==> config.mk <==
export PLATFORM = sky130hd
export DESIGN_NAME = dbg_uart_arbiter
export DESIGN_NICKNAME = d
export VERILOG_FILES = /design/src/rtl/dbg_uart_arbiter.sv
export SDC_FILE = /design/constraint.sdc
export NUM_CORES = 1
export LEC_CHECK = 0
export ABC_AREA = 0
export BUFFER_PORTS_ARGS = -buffer_cell sky130_fd_sc_hd__buf_4
export CAP_MARGIN = 0
export CORE_MARGIN = 4
export CORE_UTILIZATION = 45
export CTS_BUF_LIST = sky130_fd_sc_hd__clkbuf_2
export DETAILED_ROUTE_END_ITERATION = 10
export GPL_TIMING_DRIVEN = 0
export PLACE_DENSITY_LB_ADDON = 0.12
export REMOVE_ABC_BUFFERS = 1
export SYNTH_ARGS = -nofsm -noshare
export SYNTH_HDL_FRONTEND = slang
export SYNTH_SLANG_ARGS = --single-unit
==> constraint.sdc <==
create_clock -name clk_i -period 6.36 [get_ports clk_i]
set_clock_uncertainty 0.2 [all_clocks]
set_input_delay 0.318 -clock clk_i [delete_from_list [all_inputs] [get_ports clk_i]]
set_output_delay 0.318 -clock clk_i [all_outputs]
set_load 0.01 [all_outputs]
==> src/rtl/dbg_uart_arbiter.sv <==
// Round-robin arbiter feeding one 8N1 debug UART transmitter (idle-high line).
// Define DBG_UART_TAG_EN to prefix every byte with an ASCII tag frame '0'+requester.
module dbg_uart_arbiter #(
  parameter int NUM_REQ = 3,
  parameter int CLK_DIV = 868
) (
  input  logic                   clk_i,
  input  logic                   rst_i,
  input  logic [NUM_REQ-1:0]     req_valid_i,
  input  logic [8*NUM_REQ-1:0]   req_data_i,
  output logic [NUM_REQ-1:0]     req_ready_o,
  output logic                   uart_tx_o,
  output logic                   busy_o,
  output logic [2:0]             dbg_state_o
);
  localparam int CW = $clog2(CLK_DIV);
  localparam int GW = $clog2(NUM_REQ);
  localparam logic [CW-1:0] BIT_RELOAD = CW'(CLK_DIV - 1);
  localparam logic [GW-1:0] LAST_REQ   = GW'(NUM_REQ - 1);

`ifdef DBG_UART_TAG_EN
  typedef enum logic [2:0] {S_IDLE, S_START, S_DATA, S_STOP, S_TAG} state_t;
`else
  typedef enum logic [2:0] {S_IDLE, S_START, S_DATA, S_STOP} state_t;
`endif

  state_t              state;
  logic [CW-1:0]       cnt;
  logic [2:0]          bit_idx;
  logic [7:0]          shift;
  logic [GW-1:0]       last_grant;
  logic [NUM_REQ-1:0]  grant;
  logic [GW-1:0]       grant_idx;
  logic [7:0]          grant_byte;
  logic                found;
  int                  cand;
`ifdef DBG_UART_TAG_EN
  logic [7:0]          hold_byte;
  logic                tag_frame;
`endif

  // Round-robin search starting one past the last winner, wrapping to 0.
  always_comb begin
    grant     = '0;
    grant_idx = '0;
    found     = 1'b0;
    cand      = 0;
    for (int off = 1; off <= NUM_REQ; off++) begin
      cand = (int'(last_grant) + off) % NUM_REQ;
      if (!found && req_valid_i[cand]) begin
        found           = 1'b1;
        grant[cand]     = 1'b1;
        grant_idx       = GW'(cand);
      end
    end
  end

  assign grant_byte = req_data_i[8*int'(grant_idx) +: 8];

  // Handshake: a byte transfers on the edge where req_valid_i[g] and req_ready_o[g]
  // are both high; ready is only offered in IDLE, to the single round-robin winner.
  assign req_ready_o = (state == S_IDLE && !rst_i) ? grant : '0;
  assign busy_o      = (state != S_IDLE);
  assign dbg_state_o = state;

  always_ff @(posedge clk_i) begin
    if (rst_i) begin
      state      <= S_IDLE;
      uart_tx_o  <= 1'b1;
      cnt        <= '0;
      bit_idx    <= '0;
      shift      <= '0;
      last_grant <= LAST_REQ;
`ifdef DBG_UART_TAG_EN
      hold_byte  <= '0;
      tag_frame  <= 1'b0;
`endif
    end else begin
      case (state)
        S_IDLE: begin
          if (found) begin
            last_grant <= grant_idx;
            uart_tx_o  <= 1'b0;
            cnt        <= BIT_RELOAD;
            bit_idx    <= '0;
`ifdef DBG_UART_TAG_EN
            shift      <= 8'h30 + 8'(grant_idx);
            hold_byte  <= grant_byte;
            tag_frame  <= 1'b1;
            state      <= S_TAG;
`else
            shift      <= grant_byte;
            state      <= S_START;
`endif
          end
        end
`ifdef DBG_UART_TAG_EN
        S_START, S_TAG: begin
`else
        S_START: begin
`endif
          if (cnt == '0) begin
            state     <= S_DATA;
            cnt       <= BIT_RELOAD;
            uart_tx_o <= shift[0];
            shift     <= {1'b0, shift[7:1]};
          end else begin
            cnt <= cnt - CW'(1);
          end
        end
        S_DATA: begin
          if (cnt == '0) begin
            cnt <= BIT_RELOAD;
            if (bit_idx == 3'd7) begin
              state     <= S_STOP;
              uart_tx_o <= 1'b1;
            end else begin
              bit_idx   <= bit_idx + 3'd1;
              uart_tx_o <= shift[0];
              shift     <= {1'b0, shift[7:1]};
            end
          end else begin
            cnt <= cnt - CW'(1);
          end
        end
        S_STOP: begin
          if (cnt == '0) begin
`ifdef DBG_UART_TAG_EN
            // Tag frame done: start the data frame with no idle gap.
            if (tag_frame) begin
              tag_frame <= 1'b0;
              shift     <= hold_byte;
              uart_tx_o <= 1'b0;
              cnt       <= BIT_RELOAD;
              bit_idx   <= '0;
              state     <= S_START;
            end else begin
              state <= S_IDLE;
            end
`else
            state <= S_IDLE;
`endif
          end else begin
            cnt <= cnt - CW'(1);
          end
        end
        default: state <= S_IDLE;
      endcase
    end
  end
endmodule

==> metrics.md <==
| Metric | Value |
|---|---|
| Max Cap Viol | 0 |
| CP startpoint kind | register |
| CP Capture Type | register |
| Syn avg cell area | between 7 and 8 µm² |
| DRC viols | 0 |
| Worst min path class | in -> reg |
| Simple-gate share of the synthesized area | 24.8% |
| Leakage Power | slightly above 0.9 nW |
| Sequential fraction of the synthesis area | 25.1% |
| WL/cell | 13.9 µm |
| ANT cells | 0 |
| Reg clk slew, reported paths | 0.24 ns |
| Die span in x | around 76 µm |
| Nets@finish | around 330 |
| Outcome | completed |
| Relative slew slack | ~28% |
| Drt pass-1 iters | 4 |
| Routed Antenna Nets | 0 |
| Post-Synth Adder-Cell Area | under 10% |
| Height of the die | approximately 76 µm |
| Setup tns final | 0 ns |
| Synth Cell Area | 2070 µm² |
| Fin util | 52.4% |
| Distinct cell type count after synthesis | 59 |
| Maximum VDD drop | around 290 µV |
| Initial Util | between 40 and 50% |
| Fin crit share | 51.1% |
| Ranking of synthesized cells by area | dfxtp_1, ha_1, nor2_1, a21oi_1, o21ai_0 |
| Clk buf depth | 2 |
| Iter 0 DRT Violations | between 100 and 150 |
| Switching share of power | 49.9% |
| Sequential Power Share | between 20% and 30% |
| Ys async rst share | 0% |
| Placed wire-length estimate | between 3000 and 4000 µm |
| Final Max Slew Viols | 0 |
| CTS resizes | 0 |
| CP max FO | 17 |
| Routed WL | approximately 4800 µm |
| CP Data Arrival Time | about 3.3 ns |
| Post-synth top area share | 25.1% |
| Count leader, synth | nor2_1 |
| Top_reg_cell synth | dfxtp_1 |
| Largest family of logic cells by synthesized area | compound AO/OA/AOI/OAI gates |
| Post-Synth XOR/XNOR Area | 1.69% |
| Global Route Usage Sum | 17.0% |
| Root buffer cell | clkbuf_2 |
| CP required | roughly 6.5 ns |
| Clock network fraction of total power | approximately 5.6% |
| Gpl congestion | between 0.7 and 0.8 |
| Share of cells above drive strength 1 | about 17% |
| Gr ovfl total | 0 |
| Worst-margin pin slew | 1.08 ns |
| Syn-to-layout area delta | 11.6% |
| Synth Register Bits | 26 |
| Fmax | slightly above 300 MHz |
| Hold-fix buffers at CTS | 0 |
| Core area | between 4000 and 5000 µm² |
| Pint | ~0.57 mW |
| Sink Count | 26 |
| Final Hold Viols | 0 |
| Final setup vio count | 0 |
| Cell Pwr Density | just under 500 nW/µm² |
| CP Class | reg -> reg |
| Synth warn | 0 |
| Net Switching | 0.564 mW |
| CTS tree | yes |
| Io pins | 37 |
| Setup Buffers After CTS | 0 |
| Global-route wire length before repair | slightly below 8000 µm |
| Clk_lat worst skew | roughly 0.35 ns |
| Post-layout min period | 3.25 ns |
| Mux share of post-synthesis cell area | between 1.5 and 2% |
| DR vias/cell | ~5.9 |
| Post-synth EDFFs | 0 |
| Combinational Power Share | between 70% and 80% |
| Top cells by count, synth | nor2_1, dfxtp_1, a21oi_1, nand2_1, o21ai_0 |
| Compound-gate portion of the synthesized area | between 30% and 40% |
| IO buf count | 35 |
| Die ar. | between 5000 and 6000 µm² |
| H-Tree Depth | 1 |
| Post-synth top area cell | dfxtp_1 |
| Vias | between 2000 and 2500 |
| Number of global-route vias before repair | 1730 |
| RSZ-0062 raised after global routing | no |
| TritonCTS buffer count | 3 |
| Row Count | 24 |
| Largest net degree at the start of global routing | 26 |
| Post-Syn Instances | about 270 |
| Initial antenna violation count | 0 |
| Worst hold slack | 0.0915 ns |
[through the flow]
stage / worst slack, ns / cell area [µm²] / total power, mW / std cells
finish: 3.11 / 2310 / 1.13 / 344
global route: 2.87 / 2310 / 1.24 / 344
CTS: 3.11 / 2310 / 1.13 / 344
detailed placement: 3.14 / 2300 / 1.07 / 340
global placement: 3.18 / 2300 / 1.06 / 340
floorplan: 3.51 / 1970 / 0.883 / 253
[metal layers]
metal	vias up	GRT usage (%)	share of wire, %
met5	-	0	0
met4	0	2.14	0.23
met3	2	3.43	3.9
met2	39	27.7	47
met1	933	23.9	48
li1	1041	-	-
[cells by family after synthesis]
| kind of cell | count (synthesis) |
|---|---|
| compound gates | 89 |
| buf+inv | 34 |
| xor+xnor | 4 |
| mux | 3 |
| simple gates | 103 |
| other cells | 1 |
| flops | 26 |
| fa+ha+maj | 13 |
[power groups by stage]
stage | Sequential, mW | Clock [mW] | Combinational (mW)
floorplan | 0.265 | 0 | 0.618
global placement | 0.270 | 0 | 0.789
detailed placement | 0.271 | 0 | 0.798
CTS | 0.267 | 0.0660 | 0.801
global route | 0.276 | 0.0725 | 0.891
finish | 0.268 | 0.0636 | 0.800
[worst max-delay path, cell delays in order (launching register included)]
cell and delay, ns:
dfxtp_1 0.45, inv_1 0.08, ha_1 0.49, maj3_2 0.38, a221o_1 0.52, a221oi_4 0.71
nor2_1 0.09, a311oi_1 0.27
[flip-flops by register name (all words and copies together) (netlist names)]
register     cells
cnt             10
shift            8
bit_idx          3
dbg_state_o      2
last_grant       2
uart_tx_o        1
[placed cells by master (no fill, tap or decap), types with 3 or more instances in the layout]
cell type,instances
a211oi_1,4
a21o_1,3
a21oi_1,19
a311o_1,7
a311oi_1,5
a31oi_1,5
buf_4,35
clkbuf_2,3
dfxtp_1,26
ha_1,12
inv_1,14
nand2_1,18
nand2b_1,5
nand3_1,13
nand4_1,3
nor2_1,36
nor2b_1,7
nor3_1,3
nor3b_1,3
o21ai_0,17
o22ai_1,3
or2_2,3
xnor2_1,4
[area by class of cell]
cell class	count	area [µm²]
repair buffers	35	263
flip-flops and latches	26	520
multi-input cells	213	1400
clock inverters	1	3.75
fillers	451	2100
well taps	52	65.1
inverters	14	52.6
clock buffers	3	15.0
[path summary, 6_finish.rpt]
path / cells past startpoint / startpoint / endpoint / slack, ns
hold / removal: 2 / rst_i / dbg_state_o[1] / 0.09
setup reg to reg: 7 / last_grant[0] / shift[0] / 3.11
hold reg to reg: 2 / shift[2] / shift[1] / 0.29
setup / recovery: 7 / last_grant[0] / shift[0] / 3.11
(Power assumes the default switching activity.)
